$ cat config.mk
export PLATFORM = sky130hd
export DESIGN_NAME = shift_deserializer
export DESIGN_NICKNAME = d
export VERILOG_FILES = /design/src/rtl/shift_deserializer.sv
export SDC_FILE = /design/constraint.sdc
export NUM_CORES = 1
export LEC_CHECK = 0
export ABC_AREA = 1
export CORE_ASPECT_RATIO = 0.7
export CORE_UTILIZATION = 35
export DETAILED_ROUTE_END_ITERATION = 8
export SETUP_SLACK_MARGIN = 0.15
export SYNTH_ARGS = -nofsm -noshare
export SYNTH_HDL_FRONTEND = slang
export SYNTH_SLANG_ARGS = --single-unit
$ cat constraint.sdc
create_clock -name clk -period 3.05 [get_ports clk]
set_clock_uncertainty 0.2 [all_clocks]
set_input_delay 0.61 -clock clk [delete_from_list [all_inputs] [get_ports clk]]
set_output_delay 0.61 -clock clk [all_outputs]
set_load 0.05 [all_outputs]
$ cat src/rtl/shift_deserializer.sv
// Serial-to-parallel receiver with a one-entry valid/ready output buffer; optional even parity via SHIFT_DESERIALIZER_PARITY_EN.
// Latency: word_o/valid_o update on the edge sampling the final frame bit; a stalled buffer drops the new word and sets sticky overrun_o.
module shift_deserializer #(
   parameter int WIDTH = 8
) (
   input  logic             clk,
   input  logic             rst,
   input  logic             serial_i,
   input  logic             bit_valid_i,
   input  logic             start_i,
   input  logic             dir_i,
   input  logic             ready_i,
   input  logic             clr_ovr_i,
   output logic [WIDTH-1:0] word_o,
   output logic             valid_o,
   output logic             busy_o,
   output logic             overrun_o,
   output logic             parity_err_o
);

`ifdef SHIFT_DESERIALIZER_PARITY_EN
   localparam int FRAME_BITS = WIDTH + 1;
`else
   localparam int FRAME_BITS = WIDTH;
`endif
   localparam int CNT_W = $clog2(FRAME_BITS + 1);
   localparam logic [CNT_W-1:0] DATA_BITS = CNT_W'(WIDTH);
   localparam logic [CNT_W-1:0] LAST_BIT  = CNT_W'(FRAME_BITS - 1);

   typedef enum logic {IDLE, SHIFT} state_t;

   state_t           state_q, state_d;
   logic [WIDTH-1:0] shreg_q, shreg_d;
   logic [CNT_W-1:0] cnt_q, cnt_d;
   logic             dir_q, dir_d;
   logic             word_done;
   logic [WIDTH-1:0] done_word;
   logic             ovr_evt;
`ifdef SHIFT_DESERIALIZER_PARITY_EN
   logic             par_q, par_d;
   logic             done_perr;
   logic             perr_q;
`endif

   // dir=0: MSB first, new bit enters bit 0; dir=1: LSB first, new bit enters the top
   function automatic logic [WIDTH-1:0] shift_in(input logic [WIDTH-1:0] cur,
                                                 input logic dir, input logic b);
      return dir ? {b, cur[WIDTH-1:1]} : {cur[WIDTH-2:0], b};
   endfunction

   always_ff @(posedge clk or posedge rst) begin
      if (rst) begin
         state_q <= IDLE;
         shreg_q <= '0;
         cnt_q   <= '0;
         dir_q   <= 1'b0;
`ifdef SHIFT_DESERIALIZER_PARITY_EN
         par_q   <= 1'b0;
`endif
      end else begin
         state_q <= state_d;
         shreg_q <= shreg_d;
         cnt_q   <= cnt_d;
         dir_q   <= dir_d;
`ifdef SHIFT_DESERIALIZER_PARITY_EN
         par_q   <= par_d;
`endif
      end
   end

   always_comb begin
      state_d   = state_q;
      shreg_d   = shreg_q;
      cnt_d     = cnt_q;
      dir_d     = dir_q;
      word_done = 1'b0;
      done_word = shreg_q;
`ifdef SHIFT_DESERIALIZER_PARITY_EN
      par_d     = par_q;
      done_perr = 1'b0;
`endif
      if (bit_valid_i) begin
         if (start_i) begin
            // A start bit always opens a fresh word, discarding any partial one
            state_d = SHIFT;
            dir_d   = dir_i;
            shreg_d = shift_in('0, dir_i, serial_i);
            cnt_d   = CNT_W'(1);
`ifdef SHIFT_DESERIALIZER_PARITY_EN
            par_d   = serial_i;
`endif
         end else if (state_q == SHIFT) begin
            if (cnt_q < DATA_BITS) begin
               shreg_d = shift_in(shreg_q, dir_q, serial_i);
`ifdef SHIFT_DESERIALIZER_PARITY_EN
               par_d   = par_q ^ serial_i;
`endif
            end
            if (cnt_q == LAST_BIT) begin
               word_done = 1'b1;
               state_d   = IDLE;
               cnt_d     = '0;
`ifdef SHIFT_DESERIALIZER_PARITY_EN
               done_word = shreg_q;
               done_perr = par_q ^ serial_i;
`else
               done_word = shreg_d;
`endif
            end else begin
               cnt_d = cnt_q + CNT_W'(1);
            end
         end
      end
   end

   assign ovr_evt = word_done && valid_o && !ready_i;
   assign busy_o  = (state_q == SHIFT);

   always_ff @(posedge clk or posedge rst) begin
      if (rst) begin
         word_o    <= '0;
         valid_o   <= 1'b0;
         overrun_o <= 1'b0;
`ifdef SHIFT_DESERIALIZER_PARITY_EN
         perr_q    <= 1'b0;
`endif
      end else begin
         if (word_done && (!valid_o || ready_i)) begin
            word_o  <= done_word;
            valid_o <= 1'b1;
`ifdef SHIFT_DESERIALIZER_PARITY_EN
            perr_q  <= done_perr;
`endif
         end else if (valid_o && ready_i) begin
            valid_o <= 1'b0;
`ifdef SHIFT_DESERIALIZER_PARITY_EN
            perr_q  <= 1'b0;
`endif
         end
         // a new drop outranks a simultaneous clear
         if (ovr_evt) begin
            overrun_o <= 1'b1;
         end else if (clr_ovr_i) begin
            overrun_o <= 1'b0;
         end
      end
   end

`ifdef SHIFT_DESERIALIZER_PARITY_EN
   assign parity_err_o = perr_q;
`else
   assign parity_err_o = 1'b0;
`endif

endmodule

Word-level counts from Yosys, hierarchy flattened --
Index checks and enable logic that the tools add are counted.
Word-level totals: flip-flop bits (word level) 24, logic and storage cells 45, bits of input ports 8, output and inout port bits 12
Cells by class: mux-type cells 23, add/subtract/negate cells 1, equality and inequality tests 1, reduce and logical (&&, ||, !) cells 12, order comparisons 1
Operators with widths (number):
- $mux W8 | 9
- $mux W4 | 3
- $mux W1 | 11
- $reduce_bool A2 Y1 | 3
- $add A4 B1 Y4 const B | 1
- $eq A4 B3 Y1 const B | 1
- $logic_and A1 B1 Y1 | 4
- $lt A4 B4 Y1 const B | 1
- $reduce_and A2 Y1 | 2
- $logic_not A1 Y1 | 2
- $logic_or A1 B1 Y1 | 1

Longest topological paths before layout --
Gate-level depths: netlist of the first run.
word-level depth 8, mapped depth 8, mapped depth without buffers 7

Worst setup path after synthesis of the first run --
OpenSTA, ideal clock, no wires.
kind register to register, start point reg state_q, in the netlist busy_o, end point reg cnt_q[1], slack 1.425 ns, buffers on the path 1, arrival 1.304 ns, stages on the path, launching flop included 6, clock period less this slack 1.625 ns, setup time 0.121 ns, required time 2.729 ns, path through dfrtp_1 > nand2_1 > nand2_2 > inv_2 > buf_6 > a22o_1
On the way: longest elaborated chain between the ends 2
Ends and longest elaborated chain:
- start, declared | line 32 | state_t state_q, state_d;
- start signal, assigned | line 61 | state_q <= state_d;
- $reduce_bool A2 Y1 (no line)
- $reduce_and A2 Y1 (no line)
- end signal, assigned | line 63 | cnt_q <= cnt_d;
- end, declared | line 34 | logic [CNT_W-1:0] cnt_q, cnt_d;
No other way between the ends. A chain may end at the register's enable or synchronous reset.

Worst setup path after layout of the first run --
start point reg state_q, in the netlist busy_o, end point out busy_o
RTL lines:
- end, declared | line 16 | output logic busy_o,
No word-level cell between the ends.

==> results.md, run 1 <==
* Area leader, netlist: dfrtp_1
* Slowest-stage cell, CP: clkdlybuf4s50_1
* # IOs at 20
* Fillers at 338
* Total number of vias at 1045
* Die width at 73.0 um
* Pwr dens at 640 nW/um2
* Status: finished, final reports clean
* CTS H-tree lvls at 1
* Worst Tran Pin Value at 0.496 ns
* Min-delay worst type: register to register
* # clock sinks at 24
* Vias in the first global route at 982
* Max Slew Vio Count at 0
* Max-cap viol count at 0
* CP top delay family: buffers and inverters
* Cell count after synthesis at 159
* Nets@finish at 187
* First-pass GRT wire length at 4580 um
* Core outline area at 3250 um2
* Synthesized area at 1230 um2
* Total GRT Usage at 16.1%
* Drt first pass iters at 4
* CP cell instances: clkdlybuf4s50_1
* Worst Path Max Fanout at 5
* CP Class: register to output port
* Hpwl dp at 1840 um
* Die H at 51.7 um
* WL final at 2580 um
* Lkg Pwr at 0.000748 uW
* Die area at 3770 um2
* Synth top area cells: dfrtp_1 49%, nand2_1 19%, a21oi_1 6.9%
* Min Tclk post-route at 2.30 ns
* Num CTS Buffers at 3
* Area Overhead vs Synth at 22.0%
* GR Overflow Total at 0
* Worst-path clk slew at 0.09 ns
* Synthesis-stage register bit count at 24
* Largest net degree at the start of global routing at 25
* Data required, critical path at 2.24 ns
* Placement Cell Area at 1440 um2
* Fin Setup TNS at 0 ns
* Synth warnings at 0
* CP startpoint kind: register
* Yosys cell types at 27
* # rows at 17
* Clock Root Buffer: clkbuf_8
* Antenna fix cells at 0
* Mapped Nets at 168
* Crit path capture type: output port
* Slew HR at 66.9%
* Share of the synthesized area in the top cell type at 48.6%
* Maximum vdd drop at 0.319 mV
* Slowest stage delay, CP at 0.82 ns
* Final ANT Viol Nets at 0
* Post-CTS setup buffers at 0
* Iter 0 DRT Violations at 77
* Bufs and invs on worst path at 1
* Initial core utilization at 37.9%
* Global placement routability congestion at 0.826
* TritonCTS clock tree: yes
* Post_cts resized at 0
* CTS max path bufs at 2
* Initial antenna violation count at 0
* FMAX at 434 MHz
* Crit path arrival time at 1.49 ns
* Cell area after layout at 1510 um2
* Period Utilization, post-route at 75.5%
* Hold Vio Cnt, Final at 0
* Sequential area share after synthesis at 48.6%
* Port bufs at 18
* Vias per cell at 4.67
* Worst-Skew Late Latency at 0.26 ns
* # hold bufs at CTS at 0
* Layout cell share with drive strength beyond 1 at 9.04%
* Setup violators final at 0
* DRC Markers at 0
* Unrepaired setup endpoints after global routing: false
* Avg WL per Cell at 11.5 um
* Synth Area per Inst at 7.77 um2
[through the flow]
| stage | utilization, % | hold WS, ns | worst slack (ns) | total power (uW) | instances |
|---|---|---|---|---|---|
| global placement | 44.1 | 0.266 | 0.894 | 688 | 220 |
| detailed placement | 44.1 | 0.269 | 0.888 | 690 | 220 |
| floorplan | - | 0.292 | 1.42 | 607 | 159 |
| global route | 46.3 | 0.329 | 0.680 | 1020 | 224 |
| finish | 46.3 | 0.283 | 0.748 | 964 | 224 |
| CTS | 46.3 | 0.293 | 0.732 | 972 | 224 |
[area by class of cell]
class / instances / area, um2 / area share, %
Inverter: 15 / 60.1 / 3.99
Sequential cell: 24 / 601 / 39.9
Tap cell: 47 / 58.8 / 3.90
Multi-Input combinational cell: 115 / 528 / 35.0
Timing Repair Buffer: 19 / 188 / 12.5
Clock inverter: 1 / 30.0 / 1.99
Clock buffer: 3 / 41.3 / 2.74
[layout by cell type, fill, tap and decap left out]
cell,count
inv_2,2
nand3_1,9
nand2_4,1
clkdlybuf4s50_1,18
nor2_4,1
or2_1,1
clkbuf_8,3
nand2_1,61
nand3_2,1
inv_4,1
ha_1,1
dfrtp_1,24
bufinv_16,1
o22ai_1,1
a22o_1,1
nand2_2,2
o21ai_0,2
clkinv_2,1
o21ai_2,1
buf_4,1
xor2_1,1
o21ai_1,2
nor3_1,1
nor2_1,10
a21oi_1,17
conb_1,1
inv_1,11
nor2_2,1
[sequential cells by signal (all words and copies together) (netlist names)]
register   count
valid_o        1
busy_o         1
overrun_o      1
word_o         8
shreg_q        8
cnt_q          4
dir_q          1
[metal layers]
metal	wire, um	up-vias	part of all wire [%]	track usage (%)
met3	106	2	4.1	5.04
li1	-	538	-	-
met2	1070	24	42	23.0
met1	1390	481	54	23.7
met4	7	0	0.27	2.94
met5	0	-	0	0
[kinds of logic (layout without fill, tap and decap cells)]
group | after synthesis | in the layout | share of synthesized area, %
adder cells (fa/ha/maj) | 1 | 1 | 1.01
buffers and inverters | 20 | 38 | 8.61
flip-flops | 24 | 24 | 48.6
XOR/XNOR | 1 | 1 | 0.709
AO/OA/AOI/OAI | 24 | 24 | 10.4
other | 1 | 1 | 0.304
AND/OR/NAND/NOR | 88 | 88 | 30.3
[report_power, final]
| part | internal [uW] | switching [uW] | total, uW | leakage (uW) |
|---|---|---|---|---|
| combinational | 95.2 | 187 | 282 | 0.000397 |
| clock | 175 | 103 | 278 | 0.0000357 |
| sequential | 364 | 39.5 | 404 | 0.000315 |
[Yosys cell counts]
master and n:
nand2_1 61, dfrtp_1 24, a21oi_1 17, inv_1 11, nor2_1 10, nand3_1 9, buf_6 3, inv_2 2
nand2_2 2, o21ai_0 2, o21ai_1 2, a22o_1 1, buf_2 1, buf_4 1, clkinv_2 1, conb_1 1
ha_1 1, inv_4 1, nand2_4 1, nand3_2 1, nor2_2 1, nor2_4 1, nor3_1 1, o21ai_2 1
o22ai_1 1, or2_1 1, xor2_1 1
[path summary, 6_finish.rpt]
check / endpoint / cells past startpoint / startpoint / slack, ns
min in group asynchronous: word_o[6] / 3 / rst / 0.49
worst min register to register: word_o[5] / 2 / word_o[5] / 0.28
worst max register to register: word_o[0] / 7 / cnt_q[3] / 1.44
worst min-delay path: word_o[5] / 2 / word_o[5] / 0.28
max in group asynchronous: busy_o / 3 / rst / 1.92
worst max-delay path: busy_o / 1 / busy_o / 0.75
No activity file was read; power rests on OpenSTA's default activity.
==> run 2: changes to the inputs <==
- clock period: 3.05 -> 2.3 ns (I/O delays scaled with it)
==> run 2 against run 1 <==
Cell area is essentially flat; highest routed layer is now met3; setup slack worse by 0.53 ns; clock-buffer cell count is the same; critical endpoint is now word_o[6]; worst hold slack improved by 0.0023 ns; via count did not move.
==> results.md, run 2 (synthesized netlist as in run 1, its figures left out) <==
* Core outline area at 3250 um2 (unchanged)
* Lkg Pwr at 0.000746 uW (was 0.000748 uW)
* Fin Setup TNS at 0 ns (unchanged)
* Initial antenna violation count at 0 (unchanged)
* Bufs and invs on worst path at 1 (unchanged)
* Min Tclk post-route at 2.08 ns
* Pwr dens at 850 nW/um2 (was 640 nW/um2)
* Data required, critical path at 1.64 ns (was 2.24 ns)
* Slew HR at 66.6% (was 66.9%)
* # IOs at 20 (unchanged)
* Slowest stage delay, CP at 0.80 ns (was 0.82 ns)
* FMAX at 480 MHz
* Setup violators final at 0 (unchanged)
* Cell area after layout at 1510 um2 (about the same)
* Worst-Skew Late Latency at 0.27 ns (was 0.26 ns)
* Area Overhead vs Synth at 21.9% (was 22.0%)
* Die area at 3770 um2 (unchanged)
* Nets@finish at 187 (unchanged)
* Slowest-stage cell, CP: clkdlybuf4s50_1 (unchanged)
* # clock sinks at 24 (unchanged)
* CP top delay family: buffers and inverters (unchanged)
* Biggest regs: shreg_q x8, word_o x8, cnt_q x4 (unchanged)
* Max Slew Vio Count at 0 (unchanged)
* Clock Root Buffer: clkbuf_8 (unchanged)
* # hold bufs at CTS at 0 (unchanged)
* Commonest non-fill, non-tap cell in the layout: nand2_1 (unchanged)
* Post-CTS setup buffers at 0 (unchanged)
* Worst Tran Pin Value at 0.500 ns (was 0.496 ns)
* Die width at 73.0 um (unchanged)
* Initial core utilization at 37.9% (unchanged)
* Min-delay worst type: register to register (unchanged)
* CP cell instances: clkdlybuf4s50_1 (unchanged)
* Max-cap viol count at 0 (unchanged)
* Status: finished, final reports clean (unchanged)
* Worst Path Max Fanout at 2 (was 5)
* Total GRT Usage at 15.1% (was 16.1%)
* Period Utilization, post-route at 90.6%
* Crit path capture type: output port (unchanged)
* Vias in the first global route at 942 (was 982)
* Largest net degree at the start of global routing at 25 (unchanged)
* GR Overflow Total at 0 (unchanged)
* Hold Vio Cnt, Final at 0 (unchanged)
* Worst-path clk slew at 0.09 ns (about the same)
* CTS max path bufs at 2 (unchanged)
* Placement Cell Area at 1440 um2 (unchanged)
* Vias per cell at 4.67 (unchanged)
* Hpwl dp at 1840 um (about the same)
* Avg WL per Cell at 11.4 um (was 11.5 um)
* TritonCTS clock tree: yes (unchanged)
* Tot Pwr at 1280 uW (was 964 uW)
* Hold slack at 0.286 ns (was 0.283 ns)
* Antenna fix cells at 0 (unchanged)
* # rows at 17 (unchanged)
* Layout cell share with drive strength beyond 1 at 9.04% (unchanged)
* Maximum vdd drop at 0.433 mV (was 0.319 mV)
* Num CTS Buffers at 3 (unchanged)
* CP startpoint kind: register (unchanged)
* Total number of vias at 1045 (unchanged)
* DRC Markers at 0 (unchanged)
* Global placement routability congestion at 0.793 (was 0.826)
* Most frequent cells in the layout: 61 x nand2_1, 24 x dfrtp_1, 17 x a21oi_1, 17 x clkdlybuf4s50_1, 11 x inv_1 (was 61 x nand2_1, 24 x dfrtp_1, 18 x clkdlybuf4s50_1)
* Iter 0 DRT Violations at 44 (was 77)
* Die H at 51.7 um (unchanged)
* Crit path arrival time at 1.42 ns (was 1.49 ns)
* Unrepaired setup endpoints after global routing: false (unchanged)
* Drt first pass iters at 4 (unchanged)
* First-pass GRT wire length at 4340 um (was 4580 um)
* CTS H-tree lvls at 1 (unchanged)
* Final ANT Viol Nets at 0 (unchanged)
* CP Class: register to output port (unchanged)
* WL final at 2550 um (was 2580 um)
* Port bufs at 18 (unchanged)
[run 2: where the power goes]
group | switching (uW) | internal, uW
sequential | 52.9 | 483
clock | 138 | 233
combinational | 249 | 125
total | 439 | 841
[run 2: layout make-up]
class	count	area (um2)
clock inverter	1	30.0
multi-input combinational	115	528
tap	47	58.8
inverter	15	60.1
clock buffer	3	41.3
timing repair buffer	19	186
sequential	24	601
fill	335	1750
[run 2: layer usage]
layer / part of all wire, % / wire length (um) / GRT usage (%)
met1: 57 / 1460 / 23.1
met2: 38 / 982 / 20.7
met3: 4.5 / 114 / 5.04
met4: 0 / 0 / 1.96
met5: 0 / 0 / 0
[run 2: path summary, 6_finish.rpt]
| check | startpoint | slack [ns] | to | depth (start not counted) |
|---|---|---|---|---|
| max in group asynchronous | rst | 1.32 | shreg_q[7] | 3 |
| min reg2reg | word_o[3] | 0.29 | word_o[3] | 2 |
| min | word_o[3] | 0.29 | word_o[3] | 2 |
| max | word_o[6] | 0.22 | word_o[6] | 1 |
| max reg2reg | cnt_q[3] | 0.65 | word_o[2] | 7 |
| min in group asynchronous | rst | 0.34 | shreg_q[5] | 3 |
[run 2: what timing repair did]
item / CTS / global route
gates resized for setup: 1 / 0
setup endpoints to repair: 1 / 0
endpoints found under the hold margin: 0 / 0
[run 2: worst min-delay path, stage by stage (launching register included)]
cell	delay, ns
dfrtp_1	0.35
nand2_1	0.06
nand2_1	0.05
[run 2: metrics by stage]
step	instances	setup WS [ns]	utilization, %
floorplan	159	0.675	-
global placement	220	0.294	44.1
detailed placement	220	0.307	44.1
CTS	224	0.204	46.3
global route	224	0.164	46.3
finish	224	0.216	46.3
==> run 3: changes to the inputs <==
- RECOVER_POWER: default -> 50
==> run 3 against run 2 <==
Register-to-register slack barely moved; non-clock buffer count did not move; first-iteration DRC count rose by 2.3%; sequential power barely moved; critical path type unchanged; global-route usage did not move; largest power group unchanged; highest routed layer unchanged; combinational power barely moved.
==> results.md, run 3 (synthesized netlist as in run 1, its figures left out) <==
* Status: finished, final reports clean (unchanged)
* Data required, critical path at 1.64 ns (about the same)
* CTS max path bufs at 2 (unchanged)
* Worst Path Max Fanout at 2 (unchanged)
* Worst-Skew Late Latency at 0.27 ns (about the same)
* # IOs at 20 (unchanged)
* Avg WL per Cell at 11.3 um (was 11.4 um)
* Num CTS Buffers at 3 (unchanged)
* Cell area after layout at 1500 um2 (was 1510 um2)
* Vias per cell at 4.63 (was 4.67)
* Antenna fix cells at 0 (unchanged)
* Max Slew Vio Count at 0 (unchanged)
* Die width at 73.0 um (unchanged)
* Area Overhead vs Synth at 21.5% (was 21.9%)
* Crit path arrival time at 1.42 ns (about the same)
* Vias in the first global route at 942 (unchanged)
* Maximum vdd drop at 0.433 mV (about the same)
* Worst Tran Pin Value at 0.500 ns (unchanged)
* WL final at 2540 um (was 2550 um)
* Clock Root Buffer: clkbuf_8 (unchanged)
* Final ANT Viol Nets at 0 (unchanged)
* Commonest non-fill, non-tap cell in the layout: nand2_1 (unchanged)
* Slew HR at 66.6% (unchanged)
* Slowest-stage cell, CP: clkdlybuf4s50_1 (unchanged)
* Unrepaired setup endpoints after global routing: false (unchanged)
* Period Utilization, post-route at 90.6% (about the same)
* Iter 0 DRT Violations at 45 (was 44)
* Nets@finish at 187 (unchanged)
* GR Overflow Total at 0 (unchanged)
* Max-cap viol count at 0 (unchanged)
* Lkg Pwr at 0.000748 uW (was 0.000746 uW)
* Initial antenna violation count at 0 (unchanged)
* Bufs and invs on worst path at 1 (unchanged)
* CP cell instances: clkdlybuf4s50_1 (unchanged)
* CP startpoint kind: register (unchanged)
* Hold Vio Cnt, Final at 0 (unchanged)
* Post-CTS setup buffers at 0 (unchanged)
* First-pass GRT wire length at 4340 um (unchanged)
* Min Tclk post-route at 2.08 ns (about the same)
* TritonCTS clock tree: yes (unchanged)
* DRC Markers at 0 (unchanged)
* Pwr dens at 852 nW/um2 (was 850 nW/um2)
* Reg-to-reg critical path startpoint: cnt_q[3] (unchanged)
* # clock sinks at 24 (unchanged)
* Area of the multi-input gates at 523 um2 (was 528 um2)
* Crit path capture type: output port (unchanged)
* FF/Latch Area at 601 um2 (unchanged)
* Die H at 51.7 um (unchanged)
* Total number of vias at 1038 (was 1045)
* Core outline area at 3250 um2 (unchanged)
* Most frequent cells in the layout: 63 x nand2_1, 24 x dfrtp_1, 17 x a21oi_1 (was 61 x nand2_1, 24 x dfrtp_1, 17 x a21oi_1, 17 x clkdlybuf4s50_1, 11 x inv_1)
* Initial core utilization at 37.9% (unchanged)
* Layout cell share with drive strength beyond 1 at 7.34% (was 9.04%)
* Hold slack at 0.286 ns (about the same)
* Fin Setup TNS at 0 ns (unchanged)
* Crit path launch: word_o[6] (unchanged)
* Hold Startpoint: word_o[3] (unchanged)
* Total GRT Usage at 15.1% (unchanged)
* Placement Cell Area at 1440 um2 (unchanged)
* CP top delay family: buffers and inverters (unchanged)
* Slowest stage delay, CP at 0.80 ns (about the same)
* FMAX at 480 MHz (about the same)
* Min-delay worst type: register to register (unchanged)
* Port bufs at 18 (unchanged)
* # rows at 17 (unchanged)
* Biggest regs: shreg_q x8, word_o x8, cnt_q x4 (unchanged)
* Die area at 3770 um2 (unchanged)
* Tot Pwr at 1280 uW (about the same)
* Largest net degree at the start of global routing at 25 (unchanged)
* CTS H-tree lvls at 1 (unchanged)
* Worst-path clk slew at 0.09 ns (about the same)
* Hpwl dp at 1840 um (unchanged)
* Fillers at 337 (was 335)
* Drt first pass iters at 4 (unchanged)
* CP Class: register to output port (unchanged)
* Global placement routability congestion at 0.793 (unchanged)
* Setup violators final at 0 (unchanged)
-- run 3: path summary, 6_finish.rpt --
check | to | slack, ns | cells past startpoint
max | word_o[6] | 0.22 | 1
min | word_o[3] | 0.29 | 2
max reg2reg | word_o[2] | 0.65 | 7
min reg2reg | word_o[3] | 0.29 | 2
max in group asynchronous | shreg_q[7] | 1.19 | 3
min in group asynchronous | shreg_q[5] | 0.47 | 3
-- run 3: metrics by stage --
stage | cells | utilization (%) | worst slack [ns]
2_1_floorplan | 159 | - | 0.675
5_1_grt | 224 | 46.1 | 0.164
3_3_place_gp | 220 | 44.1 | 0.294
6_report | 224 | 46.1 | 0.215
3_5_place_dp | 220 | 44.1 | 0.307
4_1_cts | 224 | 46.3 | 0.204
-- run 3: worst reg2reg max path: cells and delay by family, from the launching register on --
family,cells,cell delay (ns)
buffers and inverters,2,0.33
flip-flops,1,0.57
AND/OR/NAND/NOR,5,0.45
-- run 3: area by class of cell --
type	count	area share, %
Multi-Input combinational cell	115	34.9
Sequential cell	24	40.0
Tap cell	47	3.92
Clock inverter	1	2.00
Inverter	15	4.00
Clock buffer	3	2.75
Timing Repair Buffer	19	12.4
-- run 3: per-layer routing --
| metal | GRT usage, % | wire (um) | part of all wire (%) |
|---|---|---|---|
| met4 | 1.96 | 0 | 0 |
| met2 | 20.7 | 970 | 38 |
| met1 | 23.1 | 1440 | 57 |
| met5 | 0 | 0 | 0 |
| met3 | 5.04 | 130 | 5.1 |
-- run 3: what timing repair did --
item | CTS | global route
hold buffers | 0 | 0
resized for setup | 1 | 0
setup endpoints to repair | 1 | 0
-- run 3: report_power, final --
| part | internal [uW] | switching (uW) | total [uW] |
|---|---|---|---|
| sequential | 483 | 52.7 | 536 |
| clock | 233 | 138 | 371 |
| combinational | 124 | 247 | 371 |
| total | 839 | 438 | 1280 |
